[src/rtl/counter_pkg.sv]
// counter_pkg: shared state encodings and typedefs for the up/down counter family.
package counter_pkg;
   typedef enum logic [1:0] {
      IDLE = 2'b00,
      RUN  = 2'b01,
      DONE = 2'b10
   } dn_state_t;
   typedef enum logic [1:0] {
      UP_IDLE  = 2'b00,
      UP_COUNT = 2'b01,
      UP_WRAP  = 2'b10
   } up_state_t;
   typedef struct packed {
      logic       wrap;
      logic       busy;
      up_state_t  state;
   } up_status_t;
endpackage

[src/rtl/down_counter_n.sv]
// down_counter_n: loadable down counter with IDLE/RUN/DONE FSM and terminal-count pulse.
// Defining DOWN_COUNTER_RELOAD_EN turns expiry into a periodic reload of the last loaded value.
module down_counter_n
   import counter_pkg::*;
#(
   parameter int N = 4
) (
   input  logic         clk,
   input  logic         rst_n,
   input  logic         load,
   input  logic [N-1:0] load_val,
   input  logic         enable,
   output logic [N-1:0] count,
   output logic         tc,
   output logic         busy,
   output logic         done
);
   localparam logic [N-1:0] ONE = 1;
   dn_state_t    state_q;
   logic [N-1:0] count_q;
   logic         tc_q;
   logic         last_d;
`ifdef DOWN_COUNTER_RELOAD_EN
   logic [N-1:0] reload_q;
`endif
   assign last_d = (count_q == ONE);
   always_ff @(posedge clk or negedge rst_n) begin
      if (!rst_n) begin
         state_q  <= IDLE;
         count_q  <= '0;
         tc_q     <= 1'b0;
`ifdef DOWN_COUNTER_RELOAD_EN
         reload_q <= '0;
`endif
      end else begin
         tc_q <= 1'b0;
         if (load) begin
            count_q <= load_val;
`ifdef DOWN_COUNTER_RELOAD_EN
            reload_q <= load_val;
`endif
            if (load_val == '0) begin
               state_q <= DONE;
               tc_q    <= 1'b1;
            end else begin
               state_q <= RUN;
            end
         end else if (state_q == RUN && enable) begin
            if (!last_d) begin
               count_q <= count_q - ONE;
            end else begin
               tc_q <= 1'b1;
`ifdef DOWN_COUNTER_RELOAD_EN
               count_q <= reload_q;
`else
               count_q <= '0;
               state_q <= DONE;
`endif
            end
         end
      end
   end
   // busy/done decode the registered state directly, so they change with it.
   assign count = count_q;
   assign tc    = tc_q;
   assign busy  = (state_q == RUN);
   assign done  = (state_q == DONE);
endmodule

[config.mk]
export PLATFORM = sky130hd
export DESIGN_NAME = down_counter_n
export DESIGN_NICKNAME = d
export VERILOG_FILES = /design/src/rtl/counter_pkg.sv /design/src/rtl/down_counter_n.sv
export SDC_FILE = /design/constraint.sdc
export NUM_CORES = 1
export LEC_CHECK = 0
export CORE_AREA = 2 2 39 41
export DETAILED_ROUTE_END_ITERATION = 8
export DIE_AREA = 0 0 41 43
export GPL_TIMING_DRIVEN = 0
export PLACE_DENSITY = 0.58
export REMOVE_ABC_BUFFERS = 1
export SYNTH_ARGS = -nofsm -noshare
export SYNTH_HDL_FRONTEND = slang
export SYNTH_SLANG_ARGS = --single-unit
export TNS_END_PERCENT = 1
[constraint.sdc]
create_clock -name clk -period 2.92 [get_ports clk]
set_input_delay 0.292 -clock clk [delete_from_list [all_inputs] [get_ports clk]]
set_output_delay 0.292 -clock clk [all_outputs]
set_load 0.03 [all_outputs]
# ---- Word-level counts from Yosys, hierarchy flattened
# Cells that the tools add are included.
dict set report classes {
  n_eq_ne 3
  mux 11
  add_sub_neg 1
  n_reduce_logical 5
}
# op count
set ops {}
lappend ops {{$mux 4} 3}
lappend ops {{$mux 2} 4}
lappend ops {{$eq 4x1->1 const B} 1}
lappend ops {{$logic_not 4->1} 1}
lappend ops {{$mux 1} 4}
lappend ops {{$reduce_bool 2->1} 2}
lappend ops {{$sub 4x1->4 const B} 1}
lappend ops {{$eq 2x1->1 const B} 1}
lappend ops {{$eq 2x2->1 const B} 1}
lappend ops {{$reduce_and 2->1} 1}
lappend ops {{$logic_and 1x1->1} 1}
dict set report word_totals {
  reg_bits 7
  input_bits 8
  out_inout_bits 7
}

# ---- Depth between registers and ports, before layout
dict set report depth {
  ltp_word 4
  ltp_mapped 5
  depth_no_buf 5
}

# ---- Least setup slack after synthesis
# Ideal clock, no wire load.
dict set report synth_timing {
  path_type {register -> register}
  start {register count_q[1], in the netlist count[1]}
  end {register count_q[2], in the netlist count[2]}
  arrival_time_ps 1367
  stages_incl_launch_ff 5
  n_path_buf 0
  path_slack_ps 1486
  cell_sequence {dfrtp_1 inv_1 ha_1 a2111oi_0 a221o_1}
}
dict set report synth_between {
  elab_chain_cells 4
  elab_cells_between_ends 5
  classes_between {add/sub (1); eq/ne (1); mux (3)}
}
# element line
set synth_rtl {}
lappend synth_rtl {{start: declaration} down_counter_n.sv:20} ;# logic [N-1:0] count_q;
lappend synth_rtl {{start signal: assignment} down_counter_n.sv:38} ;# count_q <= load_val;
lappend synth_rtl {{start signal: assignment} down_counter_n.sv:50} ;# count_q <= count_q - ONE;
lappend synth_rtl {{$sub 4x1->4 / $eq 4x1->1 (equally long branches)} {down_counter_n.sv:50, down_counter_n.sv:26}}
lappend synth_rtl {{$mux 4 *} down_counter_n.sv:49} ;# if (!last_d) begin
lappend synth_rtl {{$mux 4 *} down_counter_n.sv:48} ;# end else if (state_q == RUN && enable) begin
lappend synth_rtl {{$mux 4 *} down_counter_n.sv:37} ;# if (load) begin
# Every way passes the cells marked *; elsewhere a longest branch is shown, timed or not. The select of a mux whose other input is x is not followed.
# A chain may end at the register's enable or synchronous reset.

# ---- Worst setup path in the final report
dict set report layout_timing {
  start {register state_q[0]}
  end {output busy}
}
dict set report layout_between {
  elab_chain_cells 1
}
# element line
set layout_rtl {}
lappend layout_rtl {{start: declaration} down_counter_n.sv:19} ;# dn_state_t state_q;
lappend layout_rtl {{start signal: assignment} down_counter_n.sv:29} ;# state_q <= IDLE;
lappend layout_rtl {{start signal: assignment} down_counter_n.sv:43} ;# state_q <= DONE;
lappend layout_rtl {{start signal: assignment} down_counter_n.sv:46} ;# state_q <= RUN;
lappend layout_rtl {{$eq 2x1->1} down_counter_n.sv:66} ;# assign busy = (state_q == RUN);
lappend layout_rtl {{end: declaration} down_counter_n.sv:15} ;# output logic busy,
# Every way passes these cells.

==> key figures <==
Synthesis
  – Primary FF master, synth: dfrtp_1
  – Synth cell count leaders: 7 x dfrtp_1, 5 x inv_1, 5 x nor2_1
  – Post-synth EDFFs: 0
  – Post-Syn Area: 395 um2
  – Dominant cell by count in the synthesized netlist: dfrtp_1
  – Async SR Flop Fraction: 100%
  – Avg Cell Area, Syn: 10.1 um2
  – Post-synthesis sequential area ratio: 44.3%
  – Yosys cell types: 22
  – Ranking of synthesized cells by area: dfrtp_1 44%, ha_1 6.3%, inv_1 4.7%, nor2_1 4.7%, a21o_1 3.8%
  – Ys Warns: 0
  – Post-synthesis instance total: 39
  – Dominant cell type by area after synthesis: dfrtp_1
  – Seq cells post-synth: 7
  – Top-area cell type share of the netlist area: 44.3%

Global route
  – M1 GR Usage: 16.2%
  – Routing usage on met3: 5.24%
  – Vias in the first global route: 325
  – M2 GR Usage: 16.3%
  – Total grt overflow: 0
  – Initial antenna violation count: 0
  – Largest net degree at the start of global routing: 9
  – Global-route wire length before repair: 1.41 mm
  – Total track usage: 12.4%
  – Most Crowded Layer GR: met2

Clock network
  – CTS-repair resized insts: 0
  – Clk slew on worst S/H paths: 0.06 ns
  – CTS tree: built
  – CTS buffer count: 3
  – Hold-fix buffers, CTS: 0
  – Worst-Skew Late Latency: 0.25 ns
  – CTS Root Buffer Type: clkbuf_4
  – Postcts setup bufs: 0
  – Clock Tree Buf Depth: 2
  – CTS sink cnt: 7
  – H-tree depth: 1

Cells and area
  – Final cell count without fillers: 72
  – Sequential cell area: 175 um2
  – Layout Area Growth over Synthesis: 45.3%
  – Fillers: 148
  – Antenna Cells: 0
  – Multi-input gate area: 194 um2
  – Finished Cell Area: 574 um2
  – Net count, final: 67
  – Layout cell share with drive strength beyond 1: 8.93%

Timing
  – Unrepaired setup endpoints after global routing: no
  – Hold Slack: 0.307 ns
  – Highest Clock Rate: 568 MHz
  – Tcrit/Tclk final: 60.3%
  – Setup_tns: 0 ns
  – Fin crit period: 1.76 ns
  – Worst slew pin tran: 0.352 ns
  – Final setup fails: 0
  – Final Skew: 0.00214 ns
  – Final Hold Vio Count: 0
  – Max_slew headroom: 75.9%
  – Slew Viols, Final: 0

Drt
  – Detailed Route WL: 864 um
  – Final ANT Viol Nets: 0
  – Via count: 359
  – DR iter-0 viols: 4
  – Drt first pass iters: 4
  – WL/cell: 12.0 um
  – Via/cell ratio: 4.99
  – DRC viols: 0

Worst setup path
  – CP Capture Type: primary output
  – Worst path required time: 2.63 ns
  – CP max FO: 5
  – Critical Path Source Type: flip-flop
  – R2R setup slack: 1.54 ns
  – Crit-path max cell delay: 0.67 ns
  – Cell Chain, Critical Path: nor2b_1 > clkdlybuf4s50_1
  – Crit path kind: reg2out
  – Slowest-stage cell, CP: clkdlybuf4s50_1
  – Worst Path Arrival: 1.47 ns

Placed design
  – DP Area: 548 um2
  – Hpwl dp: 669 um
  – Dpl cells: 68
  – I/O Buffers: 14
  – RD Place Congestion: 0.673

Power and ir drop
  – Pleak: 0.258 nW
  – Highest ir drop seen on vdd: 218 uV
  – Tot Pwr: 303 uW
  – Pwr Density: 527 nW/um2

Die
  – Die width: 41 um
  – Core footprint: 1380 um2
  – Die height: 43 um
  – Boundary pin count: 15
  – Die ar.: 1760 um2
  – Initial Util: 28.6%
  – Row Count: 14

Outcome
  – Outcome: finished, final reports clean

Hold path
  – Worst min-delay path class: in2async

Run
  – Max-capacitance violation count: 0
==> cell usage in the layout (no fill, tap or decap) <==
cell / n
a21oi_1: 1
and3b_1: 1
clkbuf_4: 3
mux2_4: 1
nor4_1: 1
nand4b_1: 1
inv_1: 5
ha_1: 2
a221o_1: 1
clkdlybuf4s50_1: 14
a31oi_1: 1
o21ai_1: 1
mux2i_1: 1
a21o_1: 2
clkbuf_1: 1
xnor2_1: 1
nor3_1: 1
nand2_1: 1
a2111oi_0: 1
a31oi_2: 1
dfrtp_1: 7
nor2b_1: 2
a2bb2oi_1: 1
nor2_1: 5
==> per-stage QoR <==
step	setup slack (ns)	utilization, %
floorplan	1.49	-
global placement	1.33	39.6
global route	1.07	41.5
CTS	1.15	41.5
detailed placement	1.33	39.6
finish	1.16	41.5
==> report_power, final <==
part | leakage (nW) | internal, mW | total, mW | switching, mW
sequential | 0.0831 | 0.107 | 0.118 | 0.0106
clock | 0.0150 | 0.0522 | 0.0891 | 0.0369
combinational | 0.160 | 0.0458 | 0.0958 | 0.0500
total | 0.258 | 0.205 | 0.303 | 0.0974
==> per-layer routing <==
metal	share of wire [%]	routed length, um	up-vias
met5	0	0	-
met4	2.2	19	0
met3	9.3	80	2
met2	43	368	15
met1	46	396	173
li1	-	-	169
==> worst max-delay path: cells and delay by family (launching register included) <==
family | cells | cell delay (ns)
AND/OR/NAND/NOR | 1 | 0.15
buffers and inverters | 1 | 0.67
flip-flops | 1 | 0.40
==> final cells by class <==
cell class / instances / share of cell area (%)
clock buffer: 4 / 4.58
inverter: 5 / 3.27
multi-input combinational: 26 / 33.8
sequential: 7 / 30.5
tap: 16 / 3.49
timing repair buffer: 14 / 24.4
==> worst paths after layout <==
kind | startpoint | end | cells past startpoint
worst max-delay path | state_q[0] | busy | 2
worst min-delay path | rst_n | count[2] | 1
worst max register to register | count[0] | count[2] | 5
worst min register to register | state_q[0] | state_q[0] | 1
max in group asynchronous | rst_n | count[0] | 1
min in group clk | state_q[0] | state_q[0] | 1
==> sequential cells by signal (all words and copies together) (netlist names) <==
register,flops
count,4
state_q,2
tc,1
==> kinds of logic (layout without fill, tap and decap cells) <==
logic type	after synthesis	after routing	synth area share, %
and+or+nand+nor	12	12	16.1
AOI/OAI and AO/OA	9	9	18.0
DFF	7	7	44.3
buffers and inverters	6	23	6.65
adders and majority gates	2	2	6.33
muxes	2	2	6.33
xor gates and xnor gates	1	1	2.22
No activity file was read; power rests on OpenSTA's default activity.
